===== src/rtl/tsmp_nm_pkg.sv =====
// Shared definitions for the TSMP network-management ack path.
// ack_word_t is the 66-bit typed command-ack word: {type[1:0], payload[63:0]}.
// Class index convention: CLS_WR = 0, CLS_RD = 1. The index equals the low bit
// of the ack type.
package tsmp_nm_pkg;

    localparam int ACK_W      = 66;
    localparam int ACK_DATA_W = 64;
    localparam int NUM_CLS    = 2;

    localparam logic [1:0] ACK_TYPE_RD = 2'b11;
    localparam logic [1:0] ACK_TYPE_WR = 2'b10;

    localparam int CLS_WR = 0;
    localparam int CLS_RD = 1;

    typedef enum logic {GNT_WR = 1'b0, GNT_RD = 1'b1} grant_e;

    typedef struct packed {
        logic [1:0]            typ;
        logic [ACK_DATA_W-1:0] data;
    } ack_word_t;

    // Maps an ack class to its wire type code.
    function automatic logic [1:0] cls_type(input grant_e g);
        return (g == GNT_RD) ? ACK_TYPE_RD : ACK_TYPE_WR;
    endfunction

endpackage


===== src/rtl/ack_sync_fifo.sv =====
// Single-clock show-ahead FIFO. The head word is read combinationally from the
// storage array.
// Ports:
//   i_clk, i_rst_n        clock, async active-low reset (flushes pointers/count)
//   i_wr, iv_wdata        push strobe and data
//   i_rd                  pop strobe (ignored while empty)
//   ov_rdata              head word (valid when !o_empty)
//   o_full, o_empty       flags derived from the registered count
//   o_ovf                 push attempted while full with no same-cycle pop
module ack_sync_fifo #(
    parameter int W     = 64,
    parameter int DEPTH = 8,
    parameter int AW    = 3
) (
    input  logic         i_clk,
    input  logic         i_rst_n,
    input  logic         i_wr,
    input  logic [W-1:0] iv_wdata,
    input  logic         i_rd,
    output logic [W-1:0] ov_rdata,
    output logic         o_full,
    output logic         o_empty,
    output logic         o_ovf
);

    localparam logic [AW:0] DEPTH_C = (AW+1)'(DEPTH);

    logic [W-1:0]  mem [DEPTH];
    logic [AW-1:0] wr_ptr, rd_ptr;
    logic [AW:0]   count;
    logic          wr_en, rd_en;

    assign o_full   = (count == DEPTH_C);
    assign o_empty  = (count == '0);
    assign rd_en    = i_rd && !o_empty;
    // A pop in the same cycle frees the slot, so a push into a full FIFO is
    // still accepted then.
    assign wr_en    = i_wr && (!o_full || rd_en);
    assign o_ovf    = i_wr && !wr_en;
    assign ov_rdata = mem[rd_ptr];

    // Storage is not reset; pointer/count reset is enough to flush it.
    always_ff @(posedge i_clk) begin
        if (wr_en) mem[wr_ptr] <= iv_wdata;
    end

    always_ff @(posedge i_clk or negedge i_rst_n) begin
        if (!i_rst_n) begin
            wr_ptr <= '0;
            rd_ptr <= '0;
            count  <= '0;
        end else begin
            if (wr_en) wr_ptr <= wr_ptr + 1'b1;
            if (rd_en) rd_ptr <= rd_ptr + 1'b1;
            case ({wr_en, rd_en})
                2'b10:   count <= count + 1'b1;
                2'b01:   count <= count - 1'b1;
                default: count <= count;
            endcase
        end
    end

endmodule


===== src/rtl/command_ack_encap.sv =====
// Command-ack encapsulation. Read and write ack results are buffered in one
// FIFO per class, then merged round-robin into a single 66-bit typed stream
// {type, payload}. Read acks carry type 2'b11 and write acks carry type 2'b10.
// Ports:
//   i_clk, i_rst_n                  clock, async active-low reset
//   iv_rd_ack_data, i_rd_ack_wr     read-ack push
//   iv_wr_ack_data, i_wr_ack_wr     write-ack push
//   i_ack_ready                     downstream accepts a word this edge
//   ov_command_ack, o_command_ack_wr  registered typed word + 1-cycle valid
//   o_rd_fifo_full, o_wr_fifo_full  per-class FIFO full flags
//   ov_drop_cnt                     saturating count of words dropped on full
module command_ack_encap
    import tsmp_nm_pkg::*;
#(
    parameter int FIFO_DEPTH = 8,
    parameter int FIFO_AW    = 3,
    parameter int DROP_CNT_W = 16
) (
    input  logic                  i_clk,
    input  logic                  i_rst_n,
    input  logic [ACK_DATA_W-1:0] iv_rd_ack_data,
    input  logic                  i_rd_ack_wr,
    input  logic [ACK_DATA_W-1:0] iv_wr_ack_data,
    input  logic                  i_wr_ack_wr,
    input  logic                  i_ack_ready,
    output logic [ACK_W-1:0]      ov_command_ack,
    output logic                  o_command_ack_wr,
    output logic                  o_rd_fifo_full,
    output logic                  o_wr_fifo_full,
    output logic [DROP_CNT_W-1:0] ov_drop_cnt
);

    logic [NUM_CLS-1:0][ACK_DATA_W-1:0] push_data, head_data;
    logic [NUM_CLS-1:0]                 push, pop, full, empty, ovf;

    assign push_data[CLS_RD] = iv_rd_ack_data;
    assign push_data[CLS_WR] = iv_wr_ack_data;
    assign push[CLS_RD]      = i_rd_ack_wr;
    assign push[CLS_WR]      = i_wr_ack_wr;

    for (genvar c = 0; c < NUM_CLS; c++) begin : g_fifo
        ack_sync_fifo #(
            .W     (ACK_DATA_W),
            .DEPTH (FIFO_DEPTH),
            .AW    (FIFO_AW)
        ) u_fifo (
            .i_clk    (i_clk),
            .i_rst_n  (i_rst_n),
            .i_wr     (push[c]),
            .iv_wdata (push_data[c]),
            .i_rd     (pop[c]),
            .ov_rdata (head_data[c]),
            .o_full   (full[c]),
            .o_empty  (empty[c]),
            .o_ovf    (ovf[c])
        );
    end

    assign o_rd_fifo_full = full[CLS_RD];
    assign o_wr_fifo_full = full[CLS_WR];

    // Round-robin arbiter
    grant_e last_grant;
    grant_e gnt_cls;
    logic   grant;

    always_comb begin
        grant   = i_ack_ready && (empty != '1);
        gnt_cls = GNT_WR;
        if (!empty[CLS_RD] && !empty[CLS_WR])
            gnt_cls = (last_grant == GNT_WR) ? GNT_RD : GNT_WR;
        else if (!empty[CLS_RD])
            gnt_cls = GNT_RD;
        pop         = '0;
        pop[gnt_cls] = grant;
    end

    // Output register: zeroed on every cycle without a grant
    ack_word_t out_q;
    logic      vld_q;

    always_ff @(posedge i_clk or negedge i_rst_n) begin
        if (!i_rst_n) begin
            out_q      <= '0;
            vld_q      <= 1'b0;
            last_grant <= GNT_WR;
        end else if (grant) begin
            out_q.typ  <= cls_type(gnt_cls);
            out_q.data <= head_data[gnt_cls];
            vld_q      <= 1'b1;
            last_grant <= gnt_cls;
        end else begin
            out_q <= '0;
            vld_q <= 1'b0;
        end
    end

    assign ov_command_ack   = out_q;
    assign o_command_ack_wr = vld_q;

    // Saturating drop counter; both classes can drop in the same cycle.
    // The extra top bit of drop_sum catches wrap past all-ones.
    logic [DROP_CNT_W:0]   drop_sum;
    logic [DROP_CNT_W-1:0] drop_cnt;

    assign drop_sum = {1'b0, drop_cnt}
                    + (DROP_CNT_W+1)'(ovf[CLS_RD])
                    + (DROP_CNT_W+1)'(ovf[CLS_WR]);

    always_ff @(posedge i_clk or negedge i_rst_n) begin
        if (!i_rst_n)
            drop_cnt <= '0;
        else if (drop_sum[DROP_CNT_W])
            drop_cnt <= '1;
        else
            drop_cnt <= drop_sum[DROP_CNT_W-1:0];
    end

    assign ov_drop_cnt = drop_cnt;

endmodule


===== config.mk =====
export PLATFORM = sky130hd
export DESIGN_NAME = command_ack_encap
export DESIGN_NICKNAME = d
export VERILOG_FILES = /design/src/rtl/tsmp_nm_pkg.sv /design/src/rtl/ack_sync_fifo.sv /design/src/rtl/command_ack_encap.sv
export SDC_FILE = /design/constraint.sdc
export NUM_CORES = 1
export LEC_CHECK = 0
export CORE_MARGIN = 5
export CORE_UTILIZATION = 60
export DETAILED_ROUTE_END_ITERATION = 8
export PLACE_DENSITY = 0.81
export SYNTH_ARGS = -nofsm -noshare
export SYNTH_HDL_FRONTEND = slang
export SYNTH_SLANG_ARGS = --single-unit

===== constraint.sdc =====
create_clock -name i_clk -period 10.2 [get_ports i_clk]
set_clock_uncertainty 0.1 [all_clocks]
set_input_delay 2.04 -clock i_clk [delete_from_list [all_inputs] [get_ports i_clk]]
set_output_delay 2.04 -clock i_clk [all_outputs]
set_load 0.01 [all_outputs]

# == After elaboration in Yosys (flattened, before gate mapping) ==
# Memory sizes are Yosys's and may differ from the RTL's.
# Cells that the tools add are included.
# Widths: inputs -> output; s select.
# word_totals
elab_cells,71
mem_count,2
output_inout_bits,85
ramBits,1024
regBits,104
inputBits,133
# classes
n_eq_ne,7
muxes,17
n_lt_le_gt_ge,2
reduce_logical,21
n_bitwise,1
addsub,10
# memory_table
name,words,word_bits,rd,rd_ports_with_merged_regs,write_ports,line,text
g_fifo[0].u_fifo.mem,8,64,1,0,1,ack_sync_fifo.sv:28,logic [W-1:0] mem [DEPTH];
g_fifo[1].u_fifo.mem,8,64,1,0,1,ack_sync_fifo.sv:28,
# ops
operator,count
$mux 64,2
$mux 66,1
$add 16x1->17,1
$add 17x1->17,1
$mux 16,1
$pmux 4 s2,2
$add 3x1->3 const B,4
$mux 1,10
$logic_and 1x1->1,9
$add 4x1->4 const B,2
$eq 4x4->1 const B,2
$logic_not 4->1,2
$sub 4x1->4 const B,2
$logic_not 1->1,6
$eq 2x1->1 const B,2
$eq 2x2->1 const B,2
$reduce_bool 2->1,2
$and 2x2->2,1
$logic_or 1x1->1,2
$lt 1x2->1 const B,1
$ne 2x2->1 const B,1
$demux 1 s1,1
$ge 1x1->1 const B,1

# == Longest topological paths before layout ==
# depth
ltp_word,17
mapped_depth,12
depth_no_buf,10

# == Hierarchy ==
# Synthesis repeated with hierarchy kept, for this count alone.
# unflattened
hier_cells,1850
area_unflattened_um2,42947.4
# modules_own_cells
mod,n_inst,seq_area_each_um2,area_each_um2,cells_each
ack_sync_fifo at g_fifo[0].u_fifo,1,15625.0,19874.1,810
ack_sync_fifo at g_fifo[1].u_fifo,1,15625.0,19849.0,805
command_ack_encap,1,2077.0,3224.3,235

# == Worst setup path before layout ==
# No wires, ideal clock.
# synth_path
path_kind,input to register
start,input i_ack_ready
end,memory g_fifo[0].u_fifo.mem[0][0] (enable)
arrival_ps,8552
n_path_buf,0
path_slack_ps,904
setup_ps,644
required_time_ps,9456
path_stages,5
cell_sequence,o41ai_1 a21o_4 inv_6 o21ai_4 nor4_1
# synth_via
elab_chain_len,7
# synth_rtl
item,line,text
from (decl),command_ack_encap.sv:25,"input logic i_ack_ready,"
$logic_and 1x1->1,command_ack_encap.sv:68,grant = i_ack_ready && (empty != '1);
$and 2x2->2 (no source line),--,
$logic_and 1x1->1,ack_sync_fifo.sv:35,assign rd_en = i_rd && !o_empty;
named net g_fifo[0].u_fifo.rd_en,ack_sync_fifo.sv:31,"logic wr_en, rd_en;"
$logic_or 1x1->1,ack_sync_fifo.sv:38,assign wr_en = i_wr && (!o_full || rd_en);
$logic_and 1x1->1,ack_sync_fifo.sv:38,
$mux 1,ack_sync_fifo.sv:44,if (wr_en) mem[wr_ptr] <= iv_wdata;
$mux 1 (not written as such),ack_sync_fifo.sv:44,
to (decl),ack_sync_fifo.sv:28,
# The timed path passes the listed nets, and every way through them passes these cells.

# == Final worst setup path ==
# layout_path
start,input i_ack_ready
end,memory g_fifo[0].u_fifo.mem[1][47] (enable)
# The elaborated chain is that of the path after synthesis.

==> results.toml <==
[grt]
antenna_found_initial = 16
grt_busiest_layer = "met2"
grt_pass1_vias = 21600
grt_pass1_wl_mm = 145
use_met2_pct = 44.8
met1_usage_pct = 34.8
grt_overflow = 0
grtUsageMet3_pct = 5.34
grt_max_degree = 74
grt_use_total_pct = 26.2

[sta]
post-route-period-util_pct = 52.2
min_period_ns = 5.32
fin_setup_tns_ns = 0
fmax_ghz = 0.188
final_hold_viol_count = 0
whs_ns = 0.428
slew_headroom_pct = 20.8
setup-violations-final = 0
worst_pin_slew_ns = 1.19
rsz0062_at_grt = "no"
finalMaxSlewViolations = 0

[logic_synthesis]
synth-edff-count = 1024
syn_inst = 1836
synth_cell_types = 51
synth_area_sq_mm = 0.0424
async_reset_ff_share_pct = 9.14
ys_warn_count = 0
ys_ff_latch = 1127
syn-num-nets = 1982
syn_area_per_cell_sq_um = 23.1
yosysTopAreaCellShare_pct = 72.5
synth_flop_cell = "edfxtp_1"
ys_seq_area_share_pct = 78.6
synth_top_cell_by_area = "edfxtp_1"
synth_area_leaders = "edfxtp_1, mux4_2, dfrtp_1, mux2i_1, o22ai_1"

[run_status]
status = "complete, no violations"

[place]
gp_congestion = 0.763
hpwl_mm = 52.5
portBuffers = 217

[drt]
drc = 0
wirelength_mm = 98.7
routedWlPerCell_um = 31.2
dr_total_vias = 20500
vias_per_cell = 6.50
dr.pass1.iters = 5
ant_nets = 0
drt_iter0_markers = 2701

[setup_path]
worstSetupEndpointType = "register"
critPathSlowestCell = "nor4b_4"
slowest_delay_ns = 0.65
cp_max_fo = 68
cp-start-kind = "input pin"
critPathRequiredTime_ns = 10.40
crit_family = "buffers and inverters"
worstSetupPathType = "input pin to register"
worstPathCellList = "clkdlybuf4s50_1 -> o41ai_1 -> a21o_4 -> inv_6 -> o21ai_4 -> nor4b_4 -> buf_4 -> buf_4"
worst-path-buf-inv = 4
arrival_ns = 5.52
crit_top_cell = "buf_4"

[floorplanning]
die_h_um = 276
initial_utilization_pct = 60.6
die_area_sq_mm = 0.0761
pin_count = 218
placementRows = 97
fp.dieW_um = 276
coreArea_sq_mm = 0.0700

[clock_network]
htreeDepth = 3
worstSkewPairLatency_ns = 0.67
post-cts-setup-buffers = 0
clk_pin_slew_worst_paths_ns = 0.06
numCtsBuffers = 109
cts_tree = "built"
ctsResizeCount = 0
clock_path_buffers = 3
ctsHoldBuffers = 0
cts_root_buf = "clkbuf_16"
cts.sinks = 1127

[layout]
final_common_cell = "edfxtp_1"
nets = 2257
syn_to_final_growth_pct = 16.5
seq_area_sq_mm = 0.0333
layout_common_cells = "edfxtp_1, mux4_2, clkdlybuf4s50_1"
drive_gt1_share_pct = 22.5
multi_input_area_sq_mm = 0.00870
fill_cells = 3936

[pwr]
p_leak_nw = 16.3
peakVddDrop_v = 0.000170
powerDensity_mw_per_mm2 = 283

[job]
maxCapViolCount = 0

[hold_path]
hp-class = "register to register"
-- final timing paths --
path | from | to | slack, ns | cells after the start
max | i_ack_ready | g_fifo[0].u_fifo.mem[1][47]$_DFFE_PP_ | 4.88 | 8
min | g_fifo[1].u_fifo.count[3]$_DFFE_PN0P_ | g_fifo[1].u_fifo.count[3]$_DFFE_PN0P_ | 0.43 | 1
max reg2reg | g_fifo[1].u_fifo.count[0]$_DFFE_PN0P_ | g_fifo[0].u_fifo.mem[1][47]$_DFFE_PP_ | 5.90 | 7
min reg2reg | g_fifo[1].u_fifo.count[3]$_DFFE_PN0P_ | g_fifo[1].u_fifo.count[3]$_DFFE_PN0P_ | 0.43 | 1
max in group asynchronous | i_rst_n | g_fifo[1].u_fifo.rd_ptr[2]$_DFFE_PN0P_ | 7.31 | 2
min in group asynchronous | i_rst_n | ov_command_ack[7]$_DFF_PN0_ | 1.19 | 1
-- report_power, final --
group | internal (mW) | total [mW] | switching (mW) | leakage (nW)
clock | 2.32 | 4.02 | 1.71 | 1.76
combinational | 1.71 | 3.61 | 1.90 | 3.95
sequential | 5.85 | 6.37 | 0.524 | 10.6
-- cell usage after synthesis (2+ instances only) --
master,count
a21oi_1,6
a31oi_1,2
and3_1,2
buf_1,13
buf_2,34
buf_4,4
buf_6,4
clkbuf_1,35
dfrtp_1,103
edfxtp_1,1024
fa_1,3
ha_1,10
inv_1,13
mux2i_1,134
mux4_2,256
nand2_1,30
nand2b_1,5
nand3_1,5
nand4_1,4
nor2_1,13
nor3_1,9
nor3b_1,2
nor4_1,5
nor4b_2,2
o211ai_2,3
o21ai_0,5
o21ai_4,2
o22ai_1,64
xnor2_1,19
xor2_1,4
-- layout make-up --
| type | count | area share [%] |
|---|---|---|
| multi-input cells | 604 | 17.6 |
| well taps | 940 | 2.38 |
| diodes | 13 | 0.0658 |
| repair buffers | 254 | 4.96 |
| flip-flops and latches | 1127 | 67.5 |
| inverters | 15 | 0.124 |
| clock buffers | 150 | 6.29 |
| clock inverters | 55 | 1.07 |
-- sequential cells by signal (all words and copies together), names as in the netlist --
register / flops
ov_drop_cnt: 16
last_grant: 1
g_fifo.u_fifo.mem: 1024
ov_command_ack: 66
g_fifo.u_fifo.rd_ptr: 6
g_fifo.u_fifo.count: 8
g_fifo.u_fifo.wr_ptr: 6
-- metal layers --
metal / vias up / share of wire (%)
li1: 8283 / -
met1: 11000 / 36
met3: 171 / 8.2
met4: 12 / 2.7
met5: - / 0.082
met2: 1102 / 53
-- stage by stage --
stage	worst slack (ns)	cell area, sq um	util (%)	power (mW)	cells
after global placement	4.30	45700	65.3	9.86	2940
after detailed placement	4.24	45700	65.3	10.0	2940
after floorplan	0.904	42400	-	8.74	1836
after global routing	4.75	49400	70.5	14.6	3149
final	4.88	49400	70.6	14.0	3158
after CTS	4.88	49400	70.5	14.1	3145
-- cells by family (layout without fill, tap and decap cells) --
group / Yosys count / count (layout) / synth area share [%]
DFF: 1127 / 1127 / 78.6
buffers and inverters: 105 / 474 / 1.15
xor gates and xnor gates: 23 / 23 / 0.475
and+or+nand+nor: 83 / 83 / 1.03
muxes: 392 / 392 / 16.8
AOI/OAI and AO/OA: 93 / 93 / 1.52
adders and majority gates: 13 / 13 / 0.437
other: 0 / 13 / 0
-- worst reg2reg max path: stages, from the launching register on --
cell	delay [ns]
dfrtp_1	0.46
or4_4	0.55
a21o_4	0.58
inv_6	0.24
o21ai_4	0.14
nor4b_4	0.66
buf_4	0.63
buf_4	0.57
Power figures use the tool's default switching activity.
